[config.mk]
export PLATFORM = sky130hd
export DESIGN_NAME = uart_tx_scheduler
export DESIGN_NICKNAME = d
export VERILOG_FILES = /design/src/rtl/uart_tx_sched_pkg.sv /design/src/rtl/uart_tx_scheduler_rr_arbiter.sv /design/src/rtl/uart_tx_scheduler.sv
export SDC_FILE = /design/constraint.sdc
export NUM_CORES = 1
export LEC_CHECK = 0
export CAP_MARGIN = 30
export CORE_ASPECT_RATIO = 1.25
export CORE_MARGIN = 1.5
export CORE_UTILIZATION = 50
export CTS_BUF_LIST = sky130_fd_sc_hd__clkbuf_4 sky130_fd_sc_hd__clkbuf_8
export CTS_CLUSTER_DIAMETER = 80
export DETAILED_ROUTE_END_ITERATION = 10
export GPL_ROUTABILITY_DRIVEN = 0
export HOLD_SLACK_MARGIN = 0.1
export PLACE_DENSITY = 0.85
export SYNTH_ARGS = -nofsm -noshare
export SYNTH_HDL_FRONTEND = slang
export SYNTH_SLANG_ARGS = --single-unit
[constraint.sdc]
create_clock -name i_sys_clk -period 3.8 [get_ports i_sys_clk]
set_input_delay 0.76 -clock i_sys_clk [delete_from_list [all_inputs] [get_ports i_sys_clk]]
set_output_delay 0.76 -clock i_sys_clk [all_outputs]
set_load 0.01 [all_outputs]
[src/rtl/uart_tx_sched_pkg.sv]
// Shared types and constants for the UART transmit scheduler.
// Optional build macro used by the design: UART_TX_SCHED_FIXED_PRIO_EN.
package uart_tx_sched_pkg;

    localparam int SYS_CLK_HZ = 50_000_000;

    typedef enum logic [1:0] {
        IDLE      = 2'd0,
        WAIT_DONE = 2'd1,
        GAP       = 2'd2,
        DRAIN     = 2'd3
    } sched_state_t;

    function automatic int idx_w(input int n);
        return (n > 1) ? $clog2(n) : 1;
    endfunction

endpackage

[src/rtl/uart_tx_scheduler_rr_arbiter.sv]
// Combinational arbiter: first set request at or after the pointer, wrapping.
// UART_TX_SCHED_FIXED_PRIO_EN pins the search start to 0 (lowest index wins).
module rr_arbiter
    import uart_tx_sched_pkg::*;
#(
    parameter int NUM_REQ = 4,
    parameter int IDX_W   = idx_w(NUM_REQ)
) (
    input  logic [NUM_REQ-1:0] i_req,
    input  logic [IDX_W-1:0]   i_ptr,
    output logic [IDX_W-1:0]   o_idx,
    output logic               o_valid
);

    logic [IDX_W-1:0] w_start;
    logic [IDX_W-1:0] w_cand;

`ifdef UART_TX_SCHED_FIXED_PRIO_EN
    logic w_unused_ptr;
    assign w_unused_ptr = ^i_ptr;
    assign w_start      = '0;
`else
    assign w_start = i_ptr;
`endif

    // Walk offsets from farthest to nearest so the nearest set request wins.
    always_comb begin
        o_idx   = '0;
        o_valid = 1'b0;
        w_cand  = '0;
        for (int k = NUM_REQ - 1; k >= 0; k--) begin
            w_cand = IDX_W'((int'(w_start) + k) % NUM_REQ);
            if (i_req[w_cand]) begin
                o_idx   = w_cand;
                o_valid = 1'b1;
            end
        end
    end

endmodule

[src/rtl/uart_tx_scheduler.sv]
// Shares one toggle-activated UART transmitter between NUM_REQ byte requesters.
// Build macro UART_TX_SCHED_FIXED_PRIO_EN selects fixed priority instead of round-robin.
//
// state     | meaning
// IDLE      | arbitrating; a winner is granted on the next edge
// WAIT_DONE | byte handed to transmitter, waiting for its done pulse
// GAP       | GAP_CYCLES idle cycles after a completed byte
// DRAIN     | reset hit mid-byte; swallow the transmitter's done silently
module uart_tx_scheduler
    import uart_tx_sched_pkg::*;
#(
    parameter int NUM_REQ    = 4,
    parameter int GAP_CYCLES = 0,
    parameter int GAP_W      = 16
) (
    input  logic                         i_sys_clk,
    input  logic                         i_sys_rst,
    input  logic [NUM_REQ-1:0]           i_req,
    input  logic [8*NUM_REQ-1:0]         i_data,
    output logic [NUM_REQ-1:0]           o_ack,
    output logic [NUM_REQ-1:0]           o_done,
    output logic [idx_w(NUM_REQ)-1:0]    o_grant_id,
    output logic                         o_busy,
    output logic [7:0]                   o_tx_byte,
    output logic                         o_tx_activate,
    input  logic                         i_tx_done
);

    localparam int IDX_W = idx_w(NUM_REQ);

    sched_state_t r_state;
    sched_state_t w_state_nxt;

    logic [NUM_REQ-1:0] r_ack;
    logic [NUM_REQ-1:0] r_done;
    logic [IDX_W-1:0]   r_grant_id;
    logic [7:0]         r_tx_byte;
    logic [GAP_W-1:0]   r_gap_cnt;
    logic               r_busy;
    // Not reset: the transmitter has no reset, so the toggle phase must survive ours.
    logic               r_tx_activate = 1'b0;
    logic               r_in_flight   = 1'b0;

    logic [IDX_W-1:0]   w_arb_idx;
    logic               w_arb_valid;
    logic [IDX_W-1:0]   w_ptr;
    logic               w_grant;
    logic               w_complete;

`ifdef UART_TX_SCHED_FIXED_PRIO_EN
    assign w_ptr = '0;
`else
    logic [IDX_W-1:0] r_rr_ptr;
    assign w_ptr = r_rr_ptr;

    always_ff @(posedge i_sys_clk) begin
        if (i_sys_rst) begin
            r_rr_ptr <= '0;
        end else if (w_complete) begin
            r_rr_ptr <= (r_grant_id == IDX_W'(NUM_REQ - 1)) ? '0 : r_grant_id + 1'b1;
        end
    end
`endif

    rr_arbiter #(
        .NUM_REQ (NUM_REQ),
        .IDX_W   (IDX_W)
    ) u_arb (
        .i_req   (i_req),
        .i_ptr   (w_ptr),
        .o_idx   (w_arb_idx),
        .o_valid (w_arb_valid)
    );

    always_comb begin
        w_state_nxt = r_state;
        w_grant     = 1'b0;
        w_complete  = 1'b0;
        case (r_state)
            IDLE: begin
                if (w_arb_valid) begin
                    w_grant     = 1'b1;
                    w_state_nxt = WAIT_DONE;
                end
            end
            WAIT_DONE: begin
                if (i_tx_done) begin
                    w_complete  = 1'b1;
                    w_state_nxt = (GAP_CYCLES > 0) ? GAP : IDLE;
                end
            end
            GAP: begin
                if (r_gap_cnt == GAP_W'(GAP_CYCLES - 1)) w_state_nxt = IDLE;
            end
            DRAIN: begin
                if (i_tx_done) w_state_nxt = IDLE;
            end
            default: w_state_nxt = IDLE;
        endcase
        if (i_sys_rst) begin
            w_grant     = 1'b0;
            w_complete  = 1'b0;
            w_state_nxt = (r_in_flight && !i_tx_done) ? DRAIN : IDLE;
        end
    end

    always_ff @(posedge i_sys_clk) begin
        r_state <= w_state_nxt;
        r_busy  <= (w_state_nxt != IDLE);
    end

    always_ff @(posedge i_sys_clk) begin
        if (w_grant) begin
            r_in_flight   <= 1'b1;
            r_tx_activate <= ~r_tx_activate;
        end else if (i_tx_done && (i_sys_rst || r_state == WAIT_DONE || r_state == DRAIN)) begin
            r_in_flight <= 1'b0;
        end
    end

    always_ff @(posedge i_sys_clk) begin
        if (i_sys_rst) begin
            r_ack      <= '0;
            r_done     <= '0;
            r_grant_id <= '0;
            r_tx_byte  <= '0;
            r_gap_cnt  <= '0;
        end else begin
            r_ack  <= '0;
            r_done <= '0;
            if (w_grant) begin
                r_ack[w_arb_idx] <= 1'b1;
                r_grant_id       <= w_arb_idx;
                r_tx_byte        <= i_data[{w_arb_idx, 3'b000} +: 8];
            end
            if (w_complete) begin
                r_done[r_grant_id] <= 1'b1;
            end
            r_gap_cnt <= (r_state == GAP) ? r_gap_cnt + 1'b1 : '0;
        end
    end

    assign o_ack         = r_ack;
    assign o_done        = r_done;
    assign o_grant_id    = r_grant_id;
    assign o_busy        = r_busy;
    assign o_tx_byte     = r_tx_byte;
    assign o_tx_activate = r_tx_activate;

endmodule

==> results of run 1 <==
where the power goes:
group	total, W	switching (W)	internal [W]
clock	0.000289	0.000137	0.000151
sequential	0.000495	0.0000255	0.000470
combinational	0.000233	0.000106	0.000127
total	0.00102	0.000269	0.000748
worst min path at each step:
| stage | from | endpoint | slack [ns] | cells past startpoint |
|---|---|---|---|---|
| floorplan | r_gap_cnt[0] | r_gap_cnt[0] | 0.43 | 1 |
| global placement | o_tx_byte[2] | o_tx_byte[2] | 0.44 | 2 |
| detailed placement | o_tx_byte[6] | o_tx_byte[6] | 0.44 | 2 |
| CTS | r_gap_cnt[0] | r_gap_cnt[0] | 0.46 | 1 |
| global route | o_tx_byte[3] | o_tx_byte[3] | 0.49 | 2 |
| finish | r_gap_cnt[0] | r_gap_cnt[0] | 0.46 | 1 |
routing by layer:
layer | share of wire [%] | wire (um) | track usage (%) | vias to the layer above
met5 | 0 | 0 | 0 | -
met4 | 1.5 | 63 | 8.27 | 0
met3 | 5.4 | 232 | 5.17 | 9
met2 | 52 | 2240 | 38.7 | 63
met1 | 41 | 1750 | 23.1 | 795
li1 | - | - | - | 870
logic make-up (layout without fill, tap and decap cells):
group | Yosys count | after routing | share of synthesized area (%)
mux | 2 | 2 | 1.10
xor+xnor | 12 | 12 | 5.45
flops | 41 | 41 | 43.1
fa+ha+maj | 5 | 5 | 3.24
compound gates | 47 | 47 | 17.6
buf+inv | 15 | 73 | 4.28
simple gates | 93 | 93 | 25.2
cell usage after synthesis (2+ instances only):
cell      number
dfxtp_1       40
nand2_1       24
nor2_1        24
a211oi_1       8
inv_1          8
o21ai_0        8
a21boi_0       7
a221oi_1       7
and2b_2        7
nand3_1        7
nor3_1         7
o31ai_1        7
xnor2_1        6
xor2_1         6
and2_1         5
ha_1           5
a21oi_1        4
clkbuf_1       4
and4_1         3
nand2b_1       3
a211o_1        2
buf_6          2
or3_1          2
registers in the layout, summed over array words and instances, names as in the netlist, 2 cells and up:
register,flops
o_ack,4
o_done,4
o_grant_id,2
o_tx_byte,8
r_gap_cnt,16
r_rr_ptr,2
r_state,2
worst max-delay path: stages:
cell             delay (ns)
clkdlybuf4s50_1        0.50
nor2b_1                0.23
a211o_1                0.22
and2_1                 0.37
mux2_2                 0.38
a221o_1                0.28
cell type report:
type                            instances  area share, %
Sequential cell                        41           32.0
Inverter                                8           1.16
Clock buffer                            7           3.47
Multi-Input combinational cell        159           39.1
Timing Repair Buffer                   58           22.4
Tap cell                               40           1.93
metrics by stage:
stage                     instance area, um^2  total power (W)  utilization [%]  hold slack [ns]
after floorplan                          1930         0.000624                -            0.426
after global placement                   2510         0.000734             66.8            0.437
after detailed placement                 2510         0.000737             66.8            0.443
after CTS                                2600          0.00102             69.2            0.464
after global routing                     2600          0.00106             69.2            0.488
final                                    2600          0.00102             69.2            0.458
==> flow_summary.ini, run 1 <==
[cells_and_area]
multiInputGateArea_mm2 = 0.00102
fin_cells = 313
seq_area_um2 = 831
diodes = 0
layout_commonest_cell = clkdlybuf4s50_1
drive_above_1_share_pct = 7.69
area_delta_synth_final_pct = 34.6
final_nets = 317
fillCellCount = 301
layout_common_cells = clkdlybuf4s50_1, dfxtp_1, nor2_1, nand2_1

[route]
drt_pass1_iterations = 4
wl_per_cell_um = 13.7
drt_wl_total_um = 4290
drc_errors = 0
vias = 1737
viasPerCell = 5.55
ant_nets = 0
first_iter_violations = 61

[logic_synthesis]
synthFlopType = dfxtp_1
syn_area_mm2 = 0.00193
ys_warn_count = 0
ys_types = 42
synth.yosys.seq_area_share_pct = 43.1
ys_async_sr_fraction_pct = 0
ys_top_cells_by_area = dfxtp_1, nand2_1, nor2_1
synth_edf_count = 1
synth.top_cell.area_share_pct = 41.5
yosysTopAreaCell = dfxtp_1
syn_inst = 215
synth_nets = 259
ys_seq_elements = 41
postSynthAreaPerCell_um2 = 8.97

[sta]
fin_setup_tns_ns = 0
tightest_slew_ns = 0.672
fmax_ghz = 0.391
setup_violations = 0
skew_ns = 0.00533
hold_violations = 0
drv_slew = 0
worst_slack_ns = 1.24
period_needed_ns = 2.56
fin_crit_sh_pct = 67.3
rsz0062_at_grt = no
slew-limit-headroom_pct = 55.0

[clock_tree]
cts_buffer_depth = 2
root_buffer = clkbuf_8
cts_buffers = 5
worstSkewPairLatency_ns = 0.29
cts_tree = built
post-cts-setup-buffers = 0
h-tree-depth = 2
cts_hold_buf = 0
clk_pin_slew_ns = 0.07
cts.sinks = 41
post_cts_resized = 0

[critical_path]
r2r_start = r_rr_ptr[0]
cp-end-kind = flop
start_kind = primary input
cp.arrival_ns = 2.74
reg2reg_depth = 5
crit_fanout = 10
worst_r2r_endpoint = o_tx_byte[7]
criticalPathCategory = primary input to flop
crit_required_ns = 3.98
startpoint = i_req[2]
r2r_slack_ns = 1.85
setup.worst_path.end = o_tx_byte[7]

[floorplan]
row_count = 25
start_util_pct = 51.4
die_y_um = 72.5
dieWidth_um = 58.6
core_area_mm2 = 0.00375
die_area_mm2 = 0.00424
pin_count = 59

[power]
power_density_mw_per_mm2 = 391
ir_drop_mv = 0.193
p_leak_nw = 0.955

[global_routing]
antenna_found_initial = 0
grt.total_usage_pct = 21.2
grt_max_degree = 16
globalRoute.totalOverflow = 0
grt_pass1_wl_um = 6930
grt_pass1_vias = 1648

[placement]
placedCellCount = 306
io_buffers = 58
pre_cts_slack_ns = 0.954
hpwl_um = 3260

[flow_run]
maxCapViolCount = 0

[outcome]
outcome = completed

[hold_path]
hold_path_class = flop to flop
Note: power is estimated with default switching activity, not from simulation.
==> inputs of run 2 (changes only) <==
--- a/config.mk
+++ b/config.mk
@@ -8,13 +8,13 @@
 export CAP_MARGIN = 30
 export CORE_ASPECT_RATIO = 1.25
 export CORE_MARGIN = 1.5
-export CORE_UTILIZATION = 50
+export CORE_UTILIZATION = 48
 export CTS_BUF_LIST = sky130_fd_sc_hd__clkbuf_4 sky130_fd_sc_hd__clkbuf_8
 export CTS_CLUSTER_DIAMETER = 80
 export DETAILED_ROUTE_END_ITERATION = 10
 export GPL_ROUTABILITY_DRIVEN = 0
 export HOLD_SLACK_MARGIN = 0.1
-export PLACE_DENSITY = 0.85
+export PLACE_DENSITY = 0.82
 export SYNTH_ARGS = -nofsm -noshare
 export SYNTH_HDL_FRONTEND = slang
 export SYNTH_SLANG_ARGS = --single-unit
==> constraint.sdc (replaced) <==
create_clock -name i_sys_clk -period 2.63 [get_ports i_sys_clk]
set_input_delay 0.526 -clock i_sys_clk [delete_from_list [all_inputs] [get_ports i_sys_clk]]
set_output_delay 0.526 -clock i_sys_clk [all_outputs]
set_load 0.01 [all_outputs]
==> flow_summary.ini, run 2 (same netlist as run 1, synthesis figures left out) <==
[power]
finalPower_w = 0.00152
p_leak_nw = 0.986
power_density_mw_per_mm2 = 569
ir_drop_mv = 0.370

[clock_tree]
cts_buffer_depth = 2
post-cts-setup-buffers = 0
post_cts_resized = 0
cts_hold_buf = 0
cts_tree = built
cts.sinks = 41
root_buffer = clkbuf_8
h-tree-depth = 2
worstSkewPairLatency_ns = 0.29
clk_pin_slew_ns = 0.08
cts_buffers = 5

[floorplan]
pin_count = 59
die_area_mm2 = 0.00441
row_count = 25
core_area_mm2 = 0.00382
start_util_pct = 50.6
die_y_um = 73.9
dieWidth_um = 59.7

[critical_path]
cp.arrival_ns = 2.42
reg2reg_depth = 5
criticalPathCategory = primary input to flop
start_kind = primary input
cp-end-kind = flop
crit_required_ns = 2.81
crit_fanout = 15

[cells_and_area]
drive_above_1_share_pct = 9.68
layout_commonest_cell = clkdlybuf4s50_1
top_register = r_gap_cnt
fillCellCount = 318
layout_common_cells = clkdlybuf4s50_1, dfxtp_1, nor2_1, nand2_1
largest_register_ffs = 16
diodes = 0
area_delta_synth_final_pct = 38.1
final_nets = 322

[placement]
pre_cts_slack_ns = 0.0733
hpwl_um = 3330
io_buffers = 58

[route]
ant_nets = 0
drt_pass1_iterations = 4
viasPerCell = 5.09
vias = 1696
drc_errors = 0
first_iter_violations = 57
wl_per_cell_um = 12.7
drt_wl_total_um = 4230

[sta]
worst_slack_ns = 0.387
fin_crit_sh_pct = 85.3
slew-limit-headroom_pct = 65.8
period_needed_ns = 2.24
setup_violations = 0
skew_ns = 0.00688
rsz0062_at_grt = no
tightest_slew_ns = 0.512
hold_violations = 0
drv_slew = 0
fmax_ghz = 0.446
fin_setup_tns_ns = 0

[global_routing]
antenna_found_initial = 0
grt_max_degree = 16
grt.total_usage_pct = 20.9
grt_pass1_wl_um = 7070
globalRoute.totalOverflow = 0
grt_pass1_vias = 1654

[hold_path]
hold_depth = 2
hold_path_class = flop to flop

[flow_run]
maxCapViolCount = 0

[outcome]
outcome = completed
[run 2: changes by cell type in the layout (fill, tap and decap cells not counted)]
| cell | before | now |
|---|---|---|
| buf_4 | 0 | 5 |
| clkbuf_4 | 1 | 0 |
| clkbuf_8 | 6 | 7 |
| clkinv_2 | 0 | 1 |
[run 2: power breakdown]
| group | leakage, nW | switching, W | total [W] | internal (W) |
|---|---|---|---|---|
| Sequential | 0.335 | 0.0000386 | 0.000717 | 0.000678 |
| Combinational | 0.597 | 0.000156 | 0.000353 | 0.000197 |
| Clock | 0.0542 | 0.000208 | 0.000445 | 0.000237 |
| Total | 0.986 | 0.000403 | 0.00152 | 0.00111 |
[run 2: area by class of cell]
type / count / area [um^2] / share of cell area, %
Clock buffer: 7 / 96.3 / 3.62
Clock inverter: 1 / 5.00 / 0.188
Inverter: 8 / 30.0 / 1.13
Multi-Input combinational cell: 159 / 1020 / 38.1
Sequential cell: 41 / 831 / 31.2
Tap cell: 54 / 67.6 / 2.54
Timing Repair Buffer: 63 / 618 / 23.2
[run 2: stage by stage]
stage	utilization (%)	hold slack (ns)	instance area, um^2	instances
floorplan	-	0.426	1930	215
global placement	67.1	0.437	2560	325
detailed placement	67.1	0.452	2560	325
CTS	69.8	0.468	2660	333
global route	69.8	0.493	2660	333
finish	69.8	0.471	2660	333
[run 2: metal layers]
layer  track usage (%)  up-vias  wire length (um)
li1                  -      876                 -
met1              24.0      759              1780
met2              36.7       56              2160
met3              4.05        5               230
met4              8.89        0                68
met5                 0        -                 0
[run 2: worst paths after layout]
check,start,to,slack [ns]
setup / recovery,i_req[1],o_tx_byte[0],0.39
hold reg to reg,o_tx_byte[2],o_tx_byte[2],0.47
hold / removal,o_tx_byte[2],o_tx_byte[2],0.47
setup reg to reg,r_rr_ptr[0],o_tx_byte[0],0.78
[run 2: critical path: stages]
cell and delay [ns]:
clkdlybuf4s50_1 0.56, nor2_2 0.11, or4_4 0.58, and2_4 0.22, a221oi_1 0.32, o31ai_1 0.11
==> inputs of run 3 (changes only) <==
--- a/config.mk
+++ b/config.mk
@@ -10,7 +10,7 @@
 export CORE_MARGIN = 1.5
 export CORE_UTILIZATION = 48
 export CTS_BUF_LIST = sky130_fd_sc_hd__clkbuf_4 sky130_fd_sc_hd__clkbuf_8
-export CTS_CLUSTER_DIAMETER = 80
+export CTS_CLUSTER_DIAMETER = 60
 export DETAILED_ROUTE_END_ITERATION = 10
 export GPL_ROUTABILITY_DRIVEN = 0
 export HOLD_SLACK_MARGIN = 0.1
==> results of run 3 <==
The final DEF is identical to that of run 2; final timing and power are the same.
